--- config.mk ---
export PLATFORM = sky130hd
export DESIGN_NAME = jump_controller
export DESIGN_NICKNAME = d
export VERILOG_FILES = /design/src/rtl/dk_pkg.sv /design/src/rtl/jump_controller_key_edge.sv /design/src/rtl/jump_controller.sv
export SDC_FILE = /design/constraint.sdc
export NUM_CORES = 1
export LEC_CHECK = 0
export BUFFER_PORTS_ARGS = -buffer_cell sky130_fd_sc_hd__buf_2
export CORE_MARGIN = 1.5
export CORE_UTILIZATION = 55
export DETAILED_ROUTE_END_ITERATION = 8
export PLACE_DENSITY_LB_ADDON = 0.08
export SLEW_MARGIN = 0
export SYNTH_ARGS = -nofsm -noshare
export SYNTH_HDL_FRONTEND = slang
export SYNTH_SLANG_ARGS = --single-unit
--- constraint.sdc ---
create_clock -name frame_clk -period 2.1 [get_ports frame_clk]
set_clock_uncertainty 0.1 [all_clocks]
set_input_delay 0.21 -clock frame_clk [delete_from_list [all_inputs] [get_ports frame_clk]]
set_output_delay 0.21 -clock frame_clk [all_outputs]
set_load 0.01 [all_outputs]
--- src/rtl/dk_pkg.sv ---
`default_nettype none
// ============================================================================
//  Module   : dk_pkg
//  Purpose  : Shared types and constants for the player controllers:
//             jump state encoding, horizontal direction encoding, USB
//             keycodes and a keycode-to-direction helper.
//  Revision : 1.0 - initial release
// ============================================================================
package dk_pkg;

    // Jump sequencer states, explicit 3-bit encoding
    typedef enum logic [2:0] {
        IDLE     = 3'd0,
        RISE     = 3'd1,
        HANG     = 3'd2,
        FALL     = 3'd3,
        COOLDOWN = 3'd4
    } jump_state_t;

    // Horizontal direction; 2'b11 is never produced
    typedef enum logic [1:0] {
        DIR_NONE  = 2'b00,
        DIR_RIGHT = 2'b01,
        DIR_LEFT  = 2'b10
    } dir_t;

    // USB HID keycodes used by the player controllers
    localparam logic [7:0] KEY_W     = 8'h1A;
    localparam logic [7:0] KEY_S     = 8'h16;
    localparam logic [7:0] KEY_A     = 8'h04;
    localparam logic [7:0] KEY_D     = 8'h07;
    localparam logic [7:0] KEY_SPACE = 8'h2C;
    localparam logic [7:0] KEY_NONE  = 8'h00;

    // Map a keycode to a direction. Keys other than A, D or "no key"
    // leave the previously held direction untouched.
    function automatic dir_t key_to_dir(input logic [7:0] key, input dir_t held);
        dir_t d;
        case (key)
            KEY_D:    d = DIR_RIGHT;
            KEY_A:    d = DIR_LEFT;
            KEY_NONE: d = DIR_NONE;
            default:  d = held;
        endcase
        return d;
    endfunction

endpackage
`default_nettype wire

--- src/rtl/jump_controller_key_edge.sv ---
`default_nettype none
// ============================================================================
//  Module   : key_edge_detect
//  Purpose  : Rising-edge detector for one keycode. Produces a one-frame
//             pulse on the first frame the keycode equals the match value;
//             holding the key produces no further pulses.
//  Ports    : frame_clk  in   frame clock
//             Reset      in   synchronous active-high reset
//             keycode    in   [7:0] current keycode
//             match      in   [7:0] keycode to watch for
//             pulse      out  high for the first matching frame
//  Revision : 1.0 - initial release
// ============================================================================
module key_edge_detect (
    input  logic       frame_clk,
    input  logic       Reset,
    input  logic [7:0] keycode,
    input  logic [7:0] match,
    output logic       pulse
);

    logic w_hit;
    logic r_key_prev;

    assign w_hit = (keycode == match);

    always_ff @(posedge frame_clk) begin
        if (Reset) begin
            r_key_prev <= 1'b0;
        end else begin
            r_key_prev <= w_hit;
        end
    end

    // Pulse is combinational so the FSM sees the press on the same edge
    // the key is first sampled.
    assign pulse = w_hit && !r_key_prev;

endmodule
`default_nettype wire

--- src/rtl/jump_controller.sv ---
`default_nettype none
// ============================================================================
//  Module   : jump_controller
//  Purpose  : Frame-rate jump sequencer. On a jump-key press while standing
//             on a floor (and not on a ladder) it runs a RISE/HANG/FALL arc,
//             publishes the height above takeoff and a latched horizontal
//             direction, then holds input locked for a cooldown period.
//  Ports    : frame_clk    in   frame clock
//             Reset        in   synchronous active-high reset
//             keycode      in   [7:0] current USB keycode
//             on_floor     in   player is on a platform row
//             on_ladder    in   player is climbing a ladder
//             jump_active  out  high in RISE, HANG, FALL
//             jump_height  out  [9:0] pixels above takeoff Y
//             jump_dir     out  [1:0] 00 none, 01 right, 10 left
//             input_lock   out  high in RISE, HANG, FALL, COOLDOWN
//  Config   : `define DK_JUMP_BUFFER_EN to remember a press made during
//             COOLDOWN and evaluate it on the first IDLE edge.
//  Revision : 1.0 - initial release
// ============================================================================
module jump_controller
    import dk_pkg::*;
#(
    parameter logic [7:0] JUMP_KEY        = KEY_SPACE,
    parameter int         RISE_STEP       = 2,
    parameter int         RISE_FRAMES     = 8,
    parameter int         HANG_FRAMES     = 4,
    parameter int         COOLDOWN_FRAMES = 6
) (
    input  logic       frame_clk,
    input  logic       Reset,
    input  logic [7:0] keycode,
    input  logic       on_floor,
    input  logic       on_ladder,
    output logic       jump_active,
    output logic [9:0] jump_height,
    output logic [1:0] jump_dir,
    output logic       input_lock
);

    localparam logic [9:0] c_STEP      = 10'(RISE_STEP);
    localparam logic [4:0] c_RISE_LAST = 5'(RISE_FRAMES - 1);
    localparam logic [4:0] c_HANG_LAST = 5'(HANG_FRAMES - 1);
    localparam logic [4:0] c_COOL_LAST = 5'(COOLDOWN_FRAMES - 1);

    jump_state_t r_state;
    logic [9:0]  r_height;
    dir_t        r_jump_dir;
    dir_t        r_last_dir;
    logic [4:0]  r_cnt;

    logic w_press;
    logic w_launch;

    key_edge_detect u_jump_key (
        .frame_clk (frame_clk),
        .Reset     (Reset),
        .keycode   (keycode),
        .match     (JUMP_KEY),
        .pulse     (w_press)
    );

`ifdef DK_JUMP_BUFFER_EN
    logic r_buf;
    // A press remembered from COOLDOWN counts like a fresh press in IDLE,
    // still subject to the floor/ladder rules.
    assign w_launch = (w_press || r_buf) && on_floor && !on_ladder;
`else
    assign w_launch = w_press && on_floor && !on_ladder;
`endif

    always_ff @(posedge frame_clk) begin
        if (Reset) begin
            r_state    <= IDLE;
            r_height   <= '0;
            r_jump_dir <= DIR_NONE;
            r_last_dir <= DIR_NONE;
            r_cnt      <= '0;
`ifdef DK_JUMP_BUFFER_EN
            r_buf      <= 1'b0;
`endif
        end else begin
            case (r_state)
                IDLE: begin
                    r_height   <= '0;
                    r_last_dir <= key_to_dir(keycode, r_last_dir);
`ifdef DK_JUMP_BUFFER_EN
                    r_buf      <= 1'b0;
`endif
                    if (w_launch) begin
                        r_state    <= RISE;
                        r_jump_dir <= r_last_dir;
                        r_cnt      <= '0;
                    end
                end

                RISE: begin
                    r_height <= r_height + c_STEP;
                    if (r_cnt == c_RISE_LAST) begin
                        r_state <= HANG;
                        r_cnt   <= '0;
                    end else begin
                        r_cnt <= r_cnt + 5'd1;
                    end
                end

                HANG: begin
                    if (r_cnt == c_HANG_LAST) begin
                        r_state <= FALL;
                        r_cnt   <= '0;
                    end else begin
                        r_cnt <= r_cnt + 5'd1;
                    end
                end

                FALL: begin
                    // Landing is detected before subtracting so the height
                    // saturates at zero if the step does not divide the peak.
                    if (r_height <= c_STEP) begin
                        r_height   <= '0;
                        r_state    <= COOLDOWN;
                        r_jump_dir <= DIR_NONE;
                        r_cnt      <= '0;
                    end else begin
                        r_height <= r_height - c_STEP;
                    end
                end

                COOLDOWN: begin
                    r_height <= '0;
`ifdef DK_JUMP_BUFFER_EN
                    if (w_press) begin
                        r_buf <= 1'b1;
                    end
`endif
                    if (r_cnt == c_COOL_LAST) begin
                        r_state <= IDLE;
                        r_cnt   <= '0;
                    end else begin
                        r_cnt <= r_cnt + 5'd1;
                    end
                end

                default: begin
                    r_state <= IDLE;
                    r_cnt   <= '0;
                end
            endcase
        end
    end

    // Status flags decode straight from the state register.
    assign jump_active = (r_state == RISE) || (r_state == HANG) || (r_state == FALL);
    assign input_lock  = jump_active || (r_state == COOLDOWN);
    assign jump_height = r_height;
    assign jump_dir    = r_jump_dir;

endmodule
`default_nettype wire

## Word-level counts from Yosys, hierarchy flattened

Index checks and enable logic that the tools add are counted.

| word-level totals | value |
|---|---|
| register bits | 23 |
| logic and storage cells | 61 |

| operators by class | value |
|---|---|
| add/sub/neg operators | 3 |
| $lt $le $gt $ge | 1 |
| eq/ne operators | 15 |
| muxes and demuxes | 18 |
| reductions and logical operators | 18 |

Operators with widths:

| cell | count |
|---|---|
| case mux 10 bit (3 select lines) | 1 |
| 2-to-1 mux 5 bit | 5 |
| case mux 5 bit (5 select lines) | 1 |
| equality test 8 x 3 -> 1 bit (second input constant) | 2 |
| 2-to-1 mux 3 bit | 5 |
| case mux 3 bit (5 select lines) | 1 |
| adder 10 x 2 -> 10 bit (second input constant) | 1 |
| equality test 5 x 3 -> 1 bit (second input constant) | 2 |
| less-or-equal comparator 10 x 2 -> 1 bit (second input constant) | 1 |
| 2-to-1 mux 10 bit | 1 |
| != test 2 bit (second input constant) | 5 |
| subtractor 10 x 2 -> 10 bit (second input constant) | 1 |
| equality test 8 x 6 -> 1 bit (second input constant) | 1 |
| zero test 8 bit | 1 |
| equality test 3 x 2 -> 1 bit (second input constant) | 2 |
| case mux 2 bit (3 select lines) | 1 |
| nonzero test 3 bit | 2 |
| adder 5 x 1 -> 5 bit (second input constant) | 1 |
| equality test 5 x 2 -> 1 bit (second input constant) | 1 |
| AND reduction 5 bit | 1 |
| 2-to-1 mux 2 bit | 2 |
| case mux 2 bit (2 select lines) | 1 |
| AND reduction 2 bit | 2 |
| equality test 3 x 1 -> 1 bit (second input constant) | 1 |
| other kinds (8) | 13 |

## Logic depth before layout (Yosys ltp)

Gate-level depths: netlist (run 1).

| depth | value |
|---|---|
| depth after elaboration | 6 |
| gate-level depth with buffers | 7 |
| gate-level depth less buffers | 7 |

## Modules after synthesis

Synthesis (run 1) repeated with hierarchy kept, for this count alone.

| unflattened totals | value |
|---|---|
| cell total of the unflattened synthesis | 213 |
| area total of the unflattened synthesis | 1,612.8 um^2 |

Modules (own cells, without submodules):

| module | times used | cells an instance | area an instance (um^2) | sequential area each (um^2) |
|---|---|---|---|---|
| jump_controller | 1 | 199 | 1,496.4 | 420.4 |
| key_edge_detect | 1 | 14 | 116.4 | 20.0 |

## Worst setup path before layout (run 1)

No wires, ideal clock.

| timing | value |
|---|---|
| path type | reg-to-reg |
| start | register r_height[2] (netlist: jump_height[2]) |
| end | register r_height[9] (netlist: jump_height[9]) |
| arrival time | 1.729 ns |
| data required time | 1.873 ns |
| path slack | 0.144 ns |
| stages on the path, launching flop included | 8 |
| path buffers | 0 |
| period minus slack after synthesis | 1.956 ns |
| cells stage by stage | dfxtp_1 -> inv_1 -> ha_1 -> or3b_2 -> nor2_1 -> xnor2_1 -> nor3_1 -> or3_1 |

| between the ends | value |
|---|---|
| longest elaborated chain between the ends | 3 |
| elaborated cells on any way between the ends | 5 |
| classes of those cells | add/sub (2); order compare (1); mux (2) |

RTL lines:

| item | RTL line | text |
|---|---|---|
| start: declaration | jump_controller.sv:47 | `logic [9:0] r_height;` |
| start signal: assignment | jump_controller.sv:98 | `r_height <= r_height + c_STEP;` |
| start signal: assignment | jump_controller.sv:125 | `r_height <= r_height - c_STEP;` |
| subtractor 10 x 2 -> 10 bit / less-or-equal comparator 10 x 2 -> 1 bit (equally long branches) | jump_controller.sv:125, jump_controller.sv:119 |  |
| 2-to-1 mux 10 bit | jump_controller.sv:119 | `if (r_height <= c_STEP) begin` |
| case mux 10 bit (3 select lines) (*) | jump_controller.sv:83 | `case (r_state)` |

Every way passes the cells marked *; elsewhere a longest branch is shown, timed or not.
A chain may end at the register's enable or synchronous reset.

## Worst setup path after layout (run 1)

Same ends and word-level chain as after synthesis.

==> out/metrics.cfg, run 1 <==
[sta]
fin_crit_ns = 1.98
tns_ns = 0
rsz0062_at_grt = no
worst_slack_ns = 0.116
worst_slew_pin_slew_ns = 0.524
slew_viol_final = 0
maxSlewHeadroom = 0.646
fmax_mhz = 504
setup_viol = 0
post-route-period-util = 0.945
hold_viol = 0

[drt]
first_pass_iters = 6
route.detailed.drc = 0
vias = 1626
vias_per_cell = 6.30
wl_um = 3960
avgRoutedWirePerCell_um = 15.3
ant_nets = 0
drtIter0Drc = 146

[run]
drv_cap = 0

[logic_synthesis]
synthAdderAreaFrac = 0.0301
yosys.area_share.simple = 0.340
synth.area.mux_share = 0.0482
ys_ff_latch = 22
syn-num-nets = 223
ys_types = 57
synthArstFlopShare = 0
synth_top_family_by_area = simple AND/OR/NAND/NOR gates
synth_cells = 207
synth_edf_count = 0
synth.yosys.seq_area_share = 0.265
ys.flop_type = dfxtp_1
ys_warn_count = 0
synth.avg_cell_area_sq_um = 8.03
synth_compound_area_frac = 0.213
synth_xor_area_frac = 0.0316
netlist_area_sq_um = 1660

[worst_setup_path]
r2r_end = jump_height[9]
crit_arrival_ns = 2.09
crit_start = jump_height[2]
worstSetupStartpointType = register
rr_worst_depth = 7
required_ns = 2.21
cp-end-kind = register
path_max_fanout = 7
worstReg2RegStart = jump_height[2]
reg2reg_slack_ns = 0.12
crit_type = register to register

[global_routing]
grt_start_max_net_pins = 27
grt_pass1_wl_um = 6710
grt_antenna_before_repair = 0
grt.met3_usage = 0.0379
use_met1 = 0.315
grt_pass1_vias = 1544
grt_overflow = 0
busiest_layer = met2
use_met2 = 0.420
grt.total_usage = 0.252

[cts]
cts_sinks = 22
cts_root_buf = clkbuf_4
clkLatencyLatePin_ns = 0.31
numCtsBuffers = 3
clockBufferDepth = 2
cts_max_level = 1
cts_tree = done
clkTransAtPathRegs_ns = 0.13

[run_status]
status = complete, no violations

[cells_and_area]
syn2layout_area_growth_pct = 10.6
drive_gt1_frac = 0.242
fin_nets = 244
fin_cells = 258
antenna_cells = 0
fillCellCount = 253

[power]
power.density_nw_per_um2 = 486
p_leak_nw = 0.743
vdd_drop_max_v = 0.000287

[floorplan]
dieWidth_um = 58.0
fp.dieArea_sq_um = 3360
dieHeight_um = 58.0
rows = 19
core_area_sq_um = 2810
ios = 26
initial_core_util = 0.593

[hold_path]
whs_endpoint = u_jump_key.r_key_prev
hold_path.class = input port to register
holdPathStages = 3
hold_start = keycode[3]

[placement]
finalWeightedCongestion = 0.901
port_buffers = 24
dpl_worst_slack_ns = 0.112
hpwl_um = 2870
dp.cells = 254

through the flow:
step / hold slack [ns] / power (mW) / cell area [sq um] / utilization
after CTS: 0.0212 / 0.904 / 1830 / 0.653
final: 0.0271 / 0.894 / 1840 / 0.656
after floorplan: 0.234 / 0.529 / 1660 / -
after global routing: 0.0330 / 0.934 / 1840 / 0.656
after global placement: 0.364 / 0.568 / 1780 / 0.635
after detailed placement: 0.365 / 0.572 / 1780 / 0.635
state kept, by name (all words and copies together) (netlist names):
register	flops
r_state	3
r_cnt	5
jump_dir	2
u_jump_key.r_key_prev	1
r_last_dir	2
jump_height	9
timing repair:
action | in CTS | in global routing
setup buffers | 0 | 0
endpoints found under the setup margin | 0 | 3
hold buffers | 0 | 0
resized for setup | 0 | 5
critical path: stages, from the launching register on:
cell	delay, ns
dfxtp_2	0.37
inv_1	0.08
ha_2	0.20
or3b_2	0.49
nor2_1	0.15
xnor2_1	0.14
nor3_1	0.06
or3_1	0.31
power breakdown:
group          total, mW  switching (mW)  leakage, nW  internal, mW
clock              0.328           0.135       0.0279         0.193
sequential         0.437          0.0134        0.179         0.424
combinational      0.129          0.0731        0.536        0.0558
total              0.894           0.221        0.743         0.672
synthesized netlist by cell type (all sizes together), types with 2 or more instances:
library cell,instances,area [sq um]
o31ai,2,28.8
buf,11,82.6
a22oi,2,15.0
xnor2,3,26.3
nand3,6,30.0
a21o,2,23.8
nor4b,2,17.5
ha,4,50.1
or3,4,30.0
mux2i,8,80.1
nor3,13,65.1
xor2,3,26.3
clkbuf,5,18.8
nor2,18,67.6
nand4,2,12.5
dfxtp,22,440
or3b,2,17.5
nor2b,3,18.8
a311oi,2,17.5
nor4,5,67.6
o21ai,16,80.1
and3b,2,17.5
or4,2,18.8
or2,2,12.5
or4b,2,20.0
inv,4,15.0
nand2,16,60.1
and2,6,38.8
a31oi,4,25.0
a21oi,9,48.8
nand3b,6,45.0
a211oi,5,37.5
o21a,4,30.0
nand2b,2,12.5
routing by layer:
layer	wire length, um	part of all wire
met4	124	0.031
met3	180	0.045
met2	1900	0.48
met1	1750	0.44
met5	0	0
logic make-up (layout without fill, tap and decap cells):
family / Yosys count / after routing
AO/OA/AOI/OAI: 51 / 51
AND/OR/NAND/NOR: 95 / 95
multiplexers: 8 / 8
other: 1 / 1
flip-flops: 22 / 22
adder cells (fa/ha/maj): 4 / 4
buffers and inverters: 20 / 40
XOR/XNOR: 6 / 6
layout make-up:
class / count / area [sq um] / share of cell area
Inverter: 4 / 15.0 / 0.00816
Timing Repair Buffer: 32 / 180 / 0.0980
Clock inverter: 1 / 30.0 / 0.0163
Tap cell: 31 / 38.8 / 0.0211
Clock buffer: 3 / 22.5 / 0.0122
Sequential cell: 22 / 444 / 0.241
Multi-Input combinational cell: 165 / 1110 / 0.603
cells in the final DEF, fill, tap and decap left out, types with 4 or more instances in the layout:
cell type,Yosys,routed
o21ai_0,15,15
a211oi_1,5,5
buf_2,3,24
a21oi_1,8,8
and2_1,4,4
o21a_1,4,4
nand3_1,6,6
nand3b_1,6,6
inv_1,4,4
a31oi_1,4,4
nor3_1,13,13
nor2_1,18,18
nand2_1,16,16
mux2i_1,8,8
dfxtp_1,22,19
buf_4,4,8
worst max path at each step:
stage                           endpoint  slack, ns
final                     jump_height[9]       0.12
after global routing            r_cnt[2]      0.002
after CTS                 jump_height[9]       0.08
after detailed placement  jump_height[9]       0.11
after global placement    jump_height[9]       0.10
after floorplan           jump_height[9]       0.14
No activity file was read; power rests on OpenSTA's default activity.
==> run 2: changes to the inputs <==
--- a/config.mk
+++ b/config.mk
@@ -6,8 +6,8 @@
 export NUM_CORES = 1
 export LEC_CHECK = 0
 export BUFFER_PORTS_ARGS = -buffer_cell sky130_fd_sc_hd__buf_2
-export CORE_MARGIN = 1.5
-export CORE_UTILIZATION = 55
+export CORE_MARGIN = 5
+export CORE_UTILIZATION = 50
 export DETAILED_ROUTE_END_ITERATION = 8
 export PLACE_DENSITY_LB_ADDON = 0.08
 export SLEW_MARGIN = 0
==> run 2 against run 1 <==
Flip-flop and latch count unchanged. Cell area is 2.9% higher. Via count decreased by 0.80%. Final cell count increased by 7.4%. Critical path depth is 1 lower. Clock-buffer cell count did not move. First-iteration DRC count decreased by 51%. Non-clock buffer count increased by 4. Clock power hardly changed. Utilization down 7.9 points. Total power grew 0.20%. Critical endpoint unchanged. Largest cell class unchanged. Largest power group unchanged.
==> out/metrics.cfg, run 2 (synthesis results as in run 1) <==
[worst_setup_path]
slowest_delay_ns = 0.41
crit_family = simple AND/OR/NAND/NOR gates
required_ns = 2.21
path_max_fanout = 5
crit_arrival_ns = 2.05
crit_type = register to register
reg2reg_slack_ns = 0.16
cp-end-kind = register
worstSetupStartpointType = register
crit_chain = ha_1 -> nand3_1 -> nor3_2 -> mux2i_1 -> a21oi_1 -> or3_1
cp_slowest_cell = dfxtp_1
path_buf_inv = 0

[power]
share_seq_of_total_power = 0.488
power_uw = 896
p_int_uw = 674
power.density_nw_per_um2 = 473
clkPwrFrac = 0.369
p_switching_uw = 222
p_leak_nw = 0.765
p_sw_frac = 0.247
vdd_drop_max_v = 0.000280
combPwrFrac = 0.142

[sta]
fmax_mhz = 515
slew_viol_final = 0
fin_crit_ns = 1.94
worst_slew_pin_slew_ns = 0.499
maxSlewHeadroom = 0.662
setup_viol = 0
rsz0062_at_grt = no
worst_hold_slack_ns = 0.0319
hold_viol = 0
post-route-period-util = 0.925

[cts]
clkLatencyLatePin_ns = 0.31
cts_max_level = 1
numCtsBuffers = 3
cts_hold_buf = 0
clkTransAtPathRegs_ns = 0.14
cts_root_buf = clkbuf_4
cts_tree = done
cts_sinks = 22
clockBufferDepth = 2

[floorplan]
ios = 26
fp.dieArea_sq_um = 4580
initial_core_util = 0.506
dieHeight_um = 67.7
rows = 21
dieWidth_um = 67.7
core_area_sq_um = 3280

[cells_and_area]
antenna_cells = 0
mostFrequentLayoutCells = buf_2, dfxtp_1, nor2_1
final_common_cell = buf_2
fin_area_sq_um = 1890
fin_cells = 277
drive_gt1_frac = 0.251
largest_reg_flops = 9
syn2layout_area_growth_pct = 13.8
fin_nets = 248

[drt]
ant_nets = 0
vias = 1613
wl_um = 3970
route.detailed.drc = 0
vias_per_cell = 5.82
first_pass_iters = 7
drtIter0Drc = 72
avgRoutedWirePerCell_um = 14.3

[global_routing]
grt_antenna_before_repair = 0
grt_pass1_wl_um = 6780
grt_overflow = 0
grt.total_usage = 0.191
grt_pass1_vias = 1517
grt_start_max_net_pins = 27

[hold_path]
hold_path.class = input port to register

[run_status]
status = complete, no violations

[placement]
finalWeightedCongestion = 0.871
port_buffers = 24
hpwl_um = 3010
dpl_cell_area_sq_um = 1830
dp.cells = 273

[run]
drv_cap = 0

## run 2: changes by cell type in the layout (fill, tap and decap cells not counted)
cell | before | now
buf_4 | 8 | 12
dfxtp_2 | 3 | 1
ha_1 | 3 | 4
nor3_2 | 0 | 1
nor2_1 | 18 | 17
or3b_2 | 2 | 1
dfxtp_1 | 19 | 21
or3b_4 | 0 | 1
nor2_2 | 0 | 1
nor3_1 | 13 | 12
ha_2 | 1 | 0
## run 2: power groups by stage
stage | clock network [mW] | logic (mW) | registers [mW]
after floorplan | 0 | 0.0889 | 0.440
final | 0.331 | 0.127 | 0.437
after CTS | 0.341 | 0.126 | 0.437
after detailed placement | 0 | 0.125 | 0.446
after global placement | 0 | 0.123 | 0.446
after global routing | 0.362 | 0.142 | 0.439
## run 2: metrics by stage
stage | worst slack [ns] | setup TNS (ns) | util
floorplan | 0.144 | 0 | -
global placement | 0.0757 | 0 | 0.557
detailed placement | -0.0128 | -0.0128 | 0.557
CTS | 0.0521 | 0 | 0.574
global route | 0.0472 | 0 | 0.576
finish | 0.157 | 0 | 0.576
## run 2: area by class of cell
cell class | instances | area [sq um]
clock buffer | 3 | 22.5
multi-input combinational | 165 | 1120
tap | 46 | 57.6
inverter | 4 | 15.0
fill | 317 | 1390
timing repair buffer | 36 | 210
sequential | 22 | 442
clock inverter | 1 | 30.0
## run 2: repair_timing
action	in CTS	in global routing
pin swaps	0	1
endpoints found under the setup margin	1	4
resized for setup	1	4
buffers inserted	0	0
cloned	0	0
## run 2: per-layer routing
metal | routed length, um | vias to the layer above | GRT usage
li1 | - | 809 | -
met1 | 1820 | 743 | 0.238
met2 | 1900 | 55 | 0.327
met3 | 184 | 6 | 0.0266
met4 | 67 | 0 | 0.0785
met5 | 0 | - | 0
## run 2: worst min-delay path: cells and delay by family
kind	cells	cell delay [ns]
buffers and inverters	1	0.11
and+or+nand+nor	2	0.09
## run 2: final timing paths
check | endpoint | depth (start not counted) | from
max | jump_height[9] | 6 | jump_height[2]
min | u_jump_key.r_key_prev | 3 | keycode[3]
max reg2reg | jump_height[9] | 6 | jump_height[2]
min reg2reg | jump_dir[0] | 2 | jump_dir[0]
